File: src/rtl/ipsmacge_pkg.sv
// Shared definitions for the MAC receive path: frame FSM encoding,
// per-frame status bit positions and default legal frame lengths.
package ipsmacge_pkg;

    typedef enum logic [1:0] {
        ST_IDLE  = 2'd0,
        ST_FRAME = 2'd1,
        ST_DROP  = 2'd2
    } state_e;

    localparam int STA_RUNT  = 3;
    localparam int STA_GIANT = 2;
    localparam int STA_SEQ   = 1;
    localparam int STA_FIFO  = 0;

    localparam int DEF_MIN_LEN = 64;
    localparam int DEF_MAX_LEN = 1518;

endpackage

File: src/rtl/ipsmacge_satcnt.sv
// Saturating up-counter with synchronous clear; clear beats increment.
module ipsmacge_satcnt #(
    parameter int W = 32
) (
    input  logic         clk_i,
    input  logic         rst_ni,
    input  logic         inc_i,
    input  logic         clr_i,
    output logic [W-1:0] cnt_o
);

    logic [W-1:0] cnt_q;

    always_ff @(posedge clk_i or negedge rst_ni) begin
        if (!rst_ni) begin
            cnt_q <= '0;
        end else if (clr_i) begin
            cnt_q <= '0;
        end else if (inc_i && (cnt_q != '1)) begin
            cnt_q <= cnt_q + 1'b1;
        end
    end

    assign cnt_o = cnt_q;

endmodule

File: src/rtl/ipsmacge_rxfrmctl.sv
// Receive frame controller: enforces sop/eop ordering, measures and classifies
// frames, reacts to converter read errors and keeps good/bad/drop statistics.
module ipsmacge_rxfrmctl
    import ipsmacge_pkg::*;
#(
    parameter int MAC_DW  = 32,
    parameter int MAC_BW  = 2,
    parameter int MAC_EW  = 4,
    parameter int LEN_W   = 14,
    parameter int MIN_LEN = DEF_MIN_LEN,
    parameter int MAX_LEN = DEF_MAX_LEN,
    parameter int CNT_W   = 32
) (
    input  logic              maclk,
    input  logic              marst_,
    input  logic [MAC_DW-1:0] ma_idat,
    input  logic [MAC_BW-1:0] ma_inob,
    input  logic              ma_ivld,
    input  logic              ma_isop,
    input  logic              ma_ieop,
    input  logic [MAC_EW-1:0] ma_ierr,
    input  logic              rxrderr,
    input  logic              rxen,
    input  logic              cnt_clr,
    output logic [MAC_DW-1:0] fo_dat,
    output logic [MAC_BW-1:0] fo_nob,
    output logic              fo_vld,
    output logic              fo_sop,
    output logic              fo_eop,
    output logic [MAC_EW-1:0] fo_err,
    output logic [3:0]        fo_sta,
    output logic [LEN_W-1:0]  fo_len,
    output logic              fo_abt,
    output logic [CNT_W-1:0]  cnt_good,
    output logic [CNT_W-1:0]  cnt_bad,
    output logic [CNT_W-1:0]  cnt_drop,
    output state_e            dbg_state_o
);

    // Stream contract (in and out): a beat transfers on every cycle where vld=1;
    // there is no ready, so one beat per cycle is always consumed or dropped.

    localparam logic [LEN_W-1:0] MIN_L = LEN_W'(MIN_LEN);
    localparam logic [LEN_W-1:0] MAX_L = LEN_W'(MAX_LEN);

    state_e              state_q, state_d;
    logic                seq_pend_q, seq_pend_d;
    logic                fifo_pend_q, fifo_pend_d;
    logic                cur_seq_q, cur_fifo_q;
    logic [MAC_EW-1:0]   err_q;
    logic [LEN_W-1:0]    len_q;

    logic                fwd, start, abort, drop_st, stray, sop_rx, close, good;
    logic                seq_d, fifo_d;
    logic [MAC_EW-1:0]   err_d;
    logic [LEN_W-1:0]    beat_len, len_d;
    logic [LEN_W:0]      len_sum;
    logic [3:0]          sta_d;

    always_comb begin
        state_d = state_q;
        fwd     = 1'b0;
        start   = 1'b0;
        abort   = 1'b0;
        drop_st = 1'b0;
        case (state_q)
            ST_IDLE, ST_DROP: begin
                if (ma_ivld && ma_isop) begin
                    if (rxen) begin
                        fwd     = 1'b1;
                        start   = 1'b1;
                        state_d = ma_ieop ? ST_IDLE : ST_FRAME;
                    end else begin
                        drop_st = 1'b1;
                        state_d = ma_ieop ? ST_IDLE : ST_DROP;
                    end
                end else if ((state_q == ST_DROP) && ma_ivld && ma_ieop) begin
                    state_d = ST_IDLE;
                end
            end
            ST_FRAME: begin
                // A read error discards the coincident beat even if it carries eop.
                if (rxrderr) begin
                    abort   = 1'b1;
                    state_d = (ma_ivld && ma_ieop) ? ST_IDLE : ST_DROP;
                end else if (ma_ivld) begin
                    fwd     = 1'b1;
                    abort   = ma_isop;
                    start   = ma_isop;
                    state_d = ma_ieop ? ST_IDLE : ST_FRAME;
                end
            end
            default: state_d = ST_IDLE;
        endcase
    end

    always_comb begin
        stray   = (state_q == ST_IDLE) && ma_ivld && !ma_isop;
        sop_rx  = (state_q != ST_FRAME) && ma_ivld && ma_isop;
        seq_pend_d  = sop_rx ? 1'b0 : (seq_pend_q | stray);
        fifo_pend_d = sop_rx ? 1'b0 : (fifo_pend_q | (rxrderr && (state_q != ST_FRAME)));

        beat_len = LEN_W'(ma_inob) + LEN_W'(1);
        len_sum  = {1'b0, len_q} + {1'b0, beat_len};
        if (start) begin
            len_d = beat_len;
        end else if (len_sum[LEN_W]) begin
            len_d = '1;
        end else begin
            len_d = len_sum[LEN_W-1:0];
        end

        // A frame opened from FRAME (missing eop) inherits no pending flags.
        seq_d  = start ? ((state_q != ST_FRAME) && seq_pend_q) : cur_seq_q;
        fifo_d = start ? ((state_q != ST_FRAME) && (fifo_pend_q || rxrderr)) : cur_fifo_q;
        err_d  = start ? ma_ierr : (err_q | ma_ierr);

        sta_d            = '0;
        sta_d[STA_RUNT]  = (len_d < MIN_L);
        sta_d[STA_GIANT] = (len_d > MAX_L);
        sta_d[STA_SEQ]   = seq_d;
        sta_d[STA_FIFO]  = fifo_d;

        close = fwd && ma_ieop;
        good  = (sta_d == '0) && (err_d == '0);
    end

    always_ff @(posedge maclk or negedge marst_) begin
        if (!marst_) begin
            state_q     <= ST_IDLE;
            seq_pend_q  <= 1'b0;
            fifo_pend_q <= 1'b0;
            cur_seq_q   <= 1'b0;
            cur_fifo_q  <= 1'b0;
            err_q       <= '0;
            len_q       <= '0;
            fo_dat      <= '0;
            fo_nob      <= '0;
            fo_vld      <= 1'b0;
            fo_sop      <= 1'b0;
            fo_eop      <= 1'b0;
            fo_err      <= '0;
            fo_sta      <= '0;
            fo_len      <= '0;
            fo_abt      <= 1'b0;
        end else begin
            state_q     <= state_d;
            seq_pend_q  <= seq_pend_d;
            fifo_pend_q <= fifo_pend_d;
            if (fwd) begin
                len_q      <= len_d;
                err_q      <= err_d;
                cur_seq_q  <= seq_d;
                cur_fifo_q <= fifo_d;
            end
            fo_vld <= fwd;
            fo_dat <= fwd ? ma_idat : '0;
            fo_nob <= fwd ? ma_inob : '0;
            fo_sop <= fwd && ma_isop;
            fo_eop <= close;
            fo_err <= close ? err_d : '0;
            fo_sta <= close ? sta_d : '0;
            fo_len <= close ? len_d : '0;
            fo_abt <= abort;
        end
    end

    assign dbg_state_o = state_q;

    // An abort and a bad eop in the same cycle collapse into one increment.
    ipsmacge_satcnt #(.W(CNT_W)) u_cnt_good (
        .clk_i (maclk), .rst_ni (marst_), .inc_i (close && good),
        .clr_i (cnt_clr), .cnt_o (cnt_good)
    );

    ipsmacge_satcnt #(.W(CNT_W)) u_cnt_bad (
        .clk_i (maclk), .rst_ni (marst_), .inc_i (abort || (close && !good)),
        .clr_i (cnt_clr), .cnt_o (cnt_bad)
    );

    ipsmacge_satcnt #(.W(CNT_W)) u_cnt_drop (
        .clk_i (maclk), .rst_ni (marst_), .inc_i (drop_st),
        .clr_i (cnt_clr), .cnt_o (cnt_drop)
    );

endmodule

File: config.mk
export PLATFORM = sky130hd
export DESIGN_NAME = ipsmacge_rxfrmctl
export DESIGN_NICKNAME = d
export VERILOG_FILES = /design/src/rtl/ipsmacge_pkg.sv /design/src/rtl/ipsmacge_satcnt.sv /design/src/rtl/ipsmacge_rxfrmctl.sv
export SDC_FILE = /design/constraint.sdc
export NUM_CORES = 1
export LEC_CHECK = 0
export CORE_MARGIN = 2
export CORE_UTILIZATION = 60
export DETAILED_ROUTE_END_ITERATION = 7
export DONT_BUFFER_PORTS = 1
export PLACE_DENSITY = 0.84
export SLEW_MARGIN = 20
export SYNTH_ARGS = -nofsm -noshare
export SYNTH_HDL_FRONTEND = slang
export SYNTH_HIERARCHICAL = 1
export SYNTH_SLANG_ARGS = --single-unit
File: constraint.sdc
create_clock -name maclk -period 11.7 [get_ports maclk]
set_clock_uncertainty 0.05 [all_clocks]
set_input_delay 3.51 -clock maclk [delete_from_list [all_inputs] [get_ports maclk]]
set_output_delay 3.51 -clock maclk [all_outputs]
set_load 0.02 [all_outputs]
After elaboration in Yosys (flattened, before gate mapping)
Index checks and enable logic that the tools add are counted.

storage, ports and cells
  word-level logic and storage cells = 108
  bits in registers = 180

operators by class
  add/subtract/negate cells = 5
  equality and inequality tests = 8
  multiplexer cells = 40
  bitwise operators = 3
  reduce and logical (&&, ||, !) cells = 31
  $lt $le $gt $ge = 2

operators with widths
  kind                                                         count
  two-way mux 32 bit                                           7
  adder 32 x 1 -> 32 bit, second input constant                3
  != test 32 bit, second input constant                        3
  two-way mux 14 bit                                           3
  logical AND 1 bit                                            19
  two-way mux 1 bit                                            16
  two-way mux 2 bit                                            8
  adder 14 x 3 -> 15 bit                                       1
  > comparator 14 x 11 -> 1 bit, second input constant         1
  less-than comparator 14 x 7 -> 1 bit, second input constant  1
  two-way mux 4 bit                                            3
  zero test 4 bit                                              2
  != test 3 bit, second input constant                         2
  nonzero test 2 bit                                           3
  bitwise OR 4 bit                                             1
  one-hot mux 1 bit (2 select lines)                           2
  one-hot mux 2 bit (2 select lines)                           1
  adder 2 x 1 -> 3 bit, second input constant                  1
  equality test 2 x 1 -> 1 bit, second input constant          1
  equality test 2 bit, second input constant                   1
  zero test 1 bit                                              2
  zero test 2 bit                                              1
  logical OR 1 bit                                             2
  != test 2 x 1 -> 1 bit, second input constant                1
  3 further kinds                                              4

Depth between registers and ports, before layout
  depth in word-level cells = 13
  gate-level depth with buffers = 19
  depth with buffers taken out = 17

Modules after synthesis
Netlist, hierarchy kept.

modules (own cells, without submodules)
  module             area an instance (µm²)  cells an instance  times used
  ipsmacge_satcnt    1854.3                  198                3
  ipsmacge_rxfrmctl  3652.3                  353                1

Worst setup path before layout
Ideal clock, no wire load.

  kind = input -> register
  start = in ma_inob[0]
  end = reg u_cnt_bad.cnt_q[31] (netlist: u_cnt_bad/cnt_o[31])
  path slack = 4.179 ns
  stages on the path = 17
  arrival time = 7.347 ns
  path through = ha_1 > inv_1 > fa_1 > nand2b_2 > a2111oi_4 > nor3_2 > or4_4 > o21ai_1 > a21oi_1 > o21ai_2 > a21o_1 > and3_1 > nand4_1 > a21o_1 > buf_2 > nor4_1 > mux2_2

on the way
  word-level cells in the longest chain between the ends = 12
  elaborated cells between the ends (all ways) = 13
  those cells by class = add/sub: 2; order compare: 2; mux: 2; reduce/logical: 7

ends and longest elaborated chain
  what                                                                                          RTL line                                            RTL
  start, declared                                                                               ipsmacge_rxfrmctl.sv:17                             input logic [MAC_BW-1:0] ma_inob,
  adder 2 x 1 -> 3 bit (*)                                                                      ipsmacge_rxfrmctl.sv:103                            beat_len = LEN_W'(ma_inob) + LEN_W'(1);
  adder 14 x 3 -> 15 bit                                                                        ipsmacge_rxfrmctl.sv:104                            len_sum = {1'b0, len_q} + {1'b0, beat_len};
  two-way mux 14 bit                                                                            ipsmacge_rxfrmctl.sv:107                            end else if (len_sum[LEN_W]) begin
  two-way mux 14 bit (*)                                                                        ipsmacge_rxfrmctl.sv:105                            if (start) begin
  > comparator 14 x 11 -> 1 bit / less-than comparator 14 x 7 -> 1 bit (equally long branches)  ipsmacge_rxfrmctl.sv:120, ipsmacge_rxfrmctl.sv:119
  zero test 4 bit (*)                                                                           ipsmacge_rxfrmctl.sv:125                            good = (sta_d == '0) && (err_d == '0);
  logical AND 1 bit (*)                                                                         ipsmacge_rxfrmctl.sv:125
  zero test 1 bit (*)                                                                           ipsmacge_rxfrmctl.sv:177                            .clk_i (maclk), .rst_ni (marst_), .inc_i (abort || (close && !good)),
  logical AND 1 bit (*)                                                                         ipsmacge_rxfrmctl.sv:177
  logical OR 1 bit (*)                                                                          ipsmacge_rxfrmctl.sv:177
  logical AND 1 bit (*)                                                                         ipsmacge_satcnt.sv:19                               end else if (inc_i && (cnt_q != '1)) begin
  nonzero test 2 bit (no line) (*)                                                              -
  end signal, assigned                                                                          ipsmacge_satcnt.sv:20                               cnt_q <= cnt_q + 1'b1;
  end, declared                                                                                 ipsmacge_satcnt.sv:12                               logic [W-1:0] cnt_q;

Every way passes the cells marked *; elsewhere a longest branch is shown, timed or not.
A chain may end at the register's enable or synchronous reset.

Worst setup path after layout
  start = in ma_inob[0]
  end = reg u_cnt_good.cnt_q[27] (netlist: u_cnt_good/cnt_o[27])

on the way
  word-level cells in the longest chain between the ends = 10
  elaborated cells between the ends (all ways) = 11
  those cells by class = add/sub: 2; order compare: 2; mux: 2; reduce/logical: 5

ends and longest elaborated chain
  what                                                                                          RTL line                                            RTL
  adder 2 x 1 -> 3 bit (*)                                                                      ipsmacge_rxfrmctl.sv:103
  adder 14 x 3 -> 15 bit                                                                        ipsmacge_rxfrmctl.sv:104
  two-way mux 14 bit                                                                            ipsmacge_rxfrmctl.sv:107
  two-way mux 14 bit (*)                                                                        ipsmacge_rxfrmctl.sv:105
  > comparator 14 x 11 -> 1 bit / less-than comparator 14 x 7 -> 1 bit (equally long branches)  ipsmacge_rxfrmctl.sv:120, ipsmacge_rxfrmctl.sv:119
  zero test 4 bit (*)                                                                           ipsmacge_rxfrmctl.sv:125
  logical AND 1 bit (*)                                                                         ipsmacge_rxfrmctl.sv:125
  logical AND 1 bit (*)                                                                         ipsmacge_rxfrmctl.sv:172                            .clk_i (maclk), .rst_ni (marst_), .inc_i (close && good),
  logical AND 1 bit (*)                                                                         ipsmacge_satcnt.sv:19
  nonzero test 2 bit (no line) (*)                                                              -
  end signal, assigned                                                                          ipsmacge_satcnt.sv:20
  end, declared                                                                                 ipsmacge_satcnt.sv:12

Marks and branches as above.

==> run_results.csv <==
group,metric,value,unit
routing,drtIter0Drc,660,
pwr,p_int,1080,uW
yosys,synthAdderAreaFrac,0.0117,
routing,drt_first_pass_iters,5,
worst_hold_path,hold_path.class,"reg -> reg",
yosys,synthDistinctLibCells,69,
floorplan,die-height,128,um
pwr,p_sw,350,uW
critical_path,critical-path-slowest-cell,"a2111oi_4",
timing,period_minus_slack,7.75,ns
floorplan,ioPinCount,204,
yosys,synthFlopType,"dfrtp_1",
yosys,synth_compound_area_frac,0.129,
critical_path,crit_fanout,19,
critical_path,r2r_slack,6.77,ns
yosys,synth-edff-count,0,
clocking,cts_max_level,4,
timing,period_share,0.663,
yosys,postSynthCellCount,947,
pwr,power_frac_seq,0.474,
critical_path,cp-start-kind,"input port",
pwr,p_clk_frac,0.445,
timing,final_max_slew_viol_count,0,
floorplan,dieArea,16400,um^2
pwr,p_per_area,143,nW/um^2
worst_hold_path,hold_path_depth,2,
yosys,yosys.area_share.simple,0.267,
finish,diodes,0,
yosys,synth_largest_area_cell,"dfrtp_1",
routing,vias_per_cell,6.42,
yosys,synth_xor_area_frac,0.0418,
clocking,clockRootBuffer,"clkbuf_16",
finish,drive_gt1_frac,0.0987,
floorplan,rows,45,
worst_hold_path,hp-start,"cur_fifo_q",
routing,num_vias,7255,
critical_path,crit_path_end_kind,"flip-flop",
yosys,synth_area_leaders,"dfrtp_1, nor2_1, and3_1",
global_route,gr-usage-met1,0.368,
pwr,p_leak,0.00437,uW
yosys,synth_nets,1001,
pwr,max-vdd-ir-drop,0.0951,mV
yosys,yosysWarnings,6,
global_route,top_usage_layer,"met2",
critical_path,crit_family,"simple AND/OR/NAND/NOR gates",
timing,tightest_slew,0.762,ns
routing,ant_nets,0,
placed_design,pre_cts_ws,3.59,ns
clocking,clkSinkCount,180,
clocking,path_clk_slew,0.07,ns
routing,avgRoutedWirePerCell,19.8,um
yosys,synthMuxAreaShare,0.0276,
outcome,status,"completed",
yosys,synth_top_family_by_area,"simple AND/OR/NAND/NOR gates",
yosys,ys_ff_latch,180,
critical_path,reg2reg_to,"u_cnt_bad/cnt_o[31]",
global_route,grt_antenna_before_repair,0,
yosys,syn_avg_cell_area,9.73,um^2
routing,totalWireLength,22400,um
global_route,grt-ovfl-total,0,
pwr,combPwrFrac,0.080,
timing,worst_slack,3.95,ns
yosys,seq_area_frac_synth,0.489,
placed_design,place_inst,1098,
worst_hold_path,whs_endpoint,"cur_fifo_q",
yosys,synthArstFlopShare,1.00,
clocking,post_cts_buffers,0,
finish,fin_cells,1130,
critical_path,worstSetupPathDepth,15,
pwr,swShare,0.245,
global_route,grt_usage,0.273,
floorplan,die_x,128,um
timing,relSlewSlack,0.491,
critical_path,cp_data_required_time,11.97,ns
floorplan,initial_core_util,0.611,
clocking,cts_hold_buf,0,
critical_path,reg2reg_from,"dbg_state_o[0]",
clocking,clockBufferDepth,2,
finish,layout_commonest_cell,"dfrtp_1",
clocking,clk_latency,0.43,ns
global_route,grt_start_max_net_pins,181,
routing,drc,0,
timing,grt_setup_unrepaired,"false",
critical_path,crit_chain,"ha_1, inv_1, fa_1, nand2b_2, a2111oi_4, nor3_2, or4_4, and4b_1, o21ai_2, nor2_1, and3_1, nand4_1, a21o_1, nor4_1, mux2_2",
timing,fmaxAchievable,129,MHz
critical_path,r2r_cells,13,
global_route,grt_pass1_vias,6872,
critical_path,criticalPathCategory,"in -> reg",
critical_path,cp.arrival,8.02,ns
critical_path,crit_buf_inv,1,
clocking,cts_resized,0,
timing,hold_violations,0,
placed_design,gp_congestion,0.946,
floorplan,coreArea,15100,um^2
finish,finalNetCount,983,
finish,layout_common_cells,"dfrtp_1, nor2_1, nand2_1",
placed_design,hpwlAfterDp,15400,um
timing,tns,0,ns
clocking,cts_inserted_buffers,17,
yosys,synth_area,9220,um^2
finish,area_delta_synth_final,8.04,%
yosys,yosysTopAreaCellShare,0.489,
global_route,met2_usage,0.433,
global_route,grt_use_met3,0.0710,
flow_run,cap_violations,0,
timing,setup_viol_count_final,0,
clocking,cts_tree,"built",
global_route,grt_pass1_wl,35500,um
placed_design,io_buffer_count,0,
critical_path,max_stage_delay,0.56,ns
[sequential cells by signal, indices dropped and copies added (netlist names), 2 cells and up]
| name | cells |
|---|---|
| fo_err | 4 |
| fo_sta | 4 |
| fo_nob | 2 |
| u_cnt_good/cnt_o | 32 |
| len_q | 14 |
| fo_dat | 32 |
| dbg_state_o | 2 |
| fo_len | 14 |
| u_cnt_drop/cnt_o | 32 |
| err_q | 4 |
| u_cnt_bad/cnt_o | 32 |
[per-stage QoR]
stage | util | cell area (um^2) | total power [uW] | hold WS (ns)
6_report | 0.660 | 9960 | 1430 | 0.441
5_1_grt | 0.660 | 9960 | 1480 | 0.487
4_1_cts | 0.660 | 9960 | 1440 | 0.447
3_5_place_dp | 0.616 | 9290 | 801 | 0.431
3_3_place_gp | 0.616 | 9290 | 800 | 0.431
2_1_floorplan | - | 9220 | 781 | 0.402
[worst reg2reg max path, cell delays in order, from the launching register on]
cell     delay (ns)
dfrtp_1        0.56
nor3b_1        0.43
a21o_1         0.13
buf_4          0.29
nand2_1        0.53
inv_2          0.41
nand2_1        0.41
inv_1          0.30
a21o_1         0.23
and3_1         0.27
nand4_1        0.11
a21o_1         0.34
nor4_1         0.37
mux2_2         0.37
[cells by family (layout without fill, tap and decap cells)]
| logic type | after synthesis | after routing |
|---|---|---|
| AO/OA/AOI/OAI | 174 | 174 |
| XOR/XNOR | 44 | 44 |
| adder cells (fa/ha/maj) | 8 | 8 |
| buffers and inverters | 74 | 69 |
| flip-flops | 180 | 180 |
| multiplexers | 22 | 22 |
| AND/OR/NAND/NOR | 445 | 445 |
[per-layer routing]
metal	up-vias	wire length, um
met5	-	0
li1	3371	-
met1	3623	9440
met2	232	11000
met4	0	308
met3	29	1650
[cell type report]
cell class                      count  area (um^2)
Clock inverter                     14          224
Timing Repair Buffer                3         22.5
Inverter                           34          128
Fill cell                        1179         5130
Sequential cell                   180         4500
Multi-Input combinational cell    693         4400
Tap cell                          188          235
Clock buffer                       18          439
[worst max-delay path by stage]
stage,end,slack (ns),startpoint
2_1_floorplan,u_cnt_bad/cnt_o[31],4.18,ma_inob[0]
3_3_place_gp,u_cnt_good/cnt_o[31],3.77,ma_inob[0]
3_5_place_dp,u_cnt_good/cnt_o[27],3.59,ma_inob[0]
4_1_cts,u_cnt_good/cnt_o[27],4.03,ma_inob[0]
5_1_grt,u_cnt_good/cnt_o[27],3.75,ma_inob[0]
6_report,u_cnt_good/cnt_o[27],3.95,ma_inob[0]
[power by group through the flow]
stage	sequential, uW	clock (uW)	combinational (uW)
CTS	677	647	113
floorplan	676	0	105
detailed placement	689	0	113
global route	680	670	129
finish	678	636	115
global placement	688	0	111
[synth_stat cells (4+ instances only)]
master,number
nor3_1,19
nand2b_1,8
inv_1,33
a31o_2,6
nand4_1,20
a22o_1,4
a31oi_1,8
o31ai_1,10
buf_2,10
or4_1,10
buf_4,4
nand4_2,4
and3_1,57
xor2_1,11
nor2b_1,22
clkbuf_1,24
or3_1,16
nor4_2,6
and2_1,13
a21o_1,14
o211a_1,4
a21oi_1,51
o21ai_0,31
nand3_1,48
mux2i_1,4
mux2_2,15
nand2_1,65
nor4_1,13
and4_1,4
nor2_1,113
dfrtp_1,180
xnor2_1,33
a211oi_1,19
ha_1,7
nand3_2,4
(Power assumes the default switching activity.)
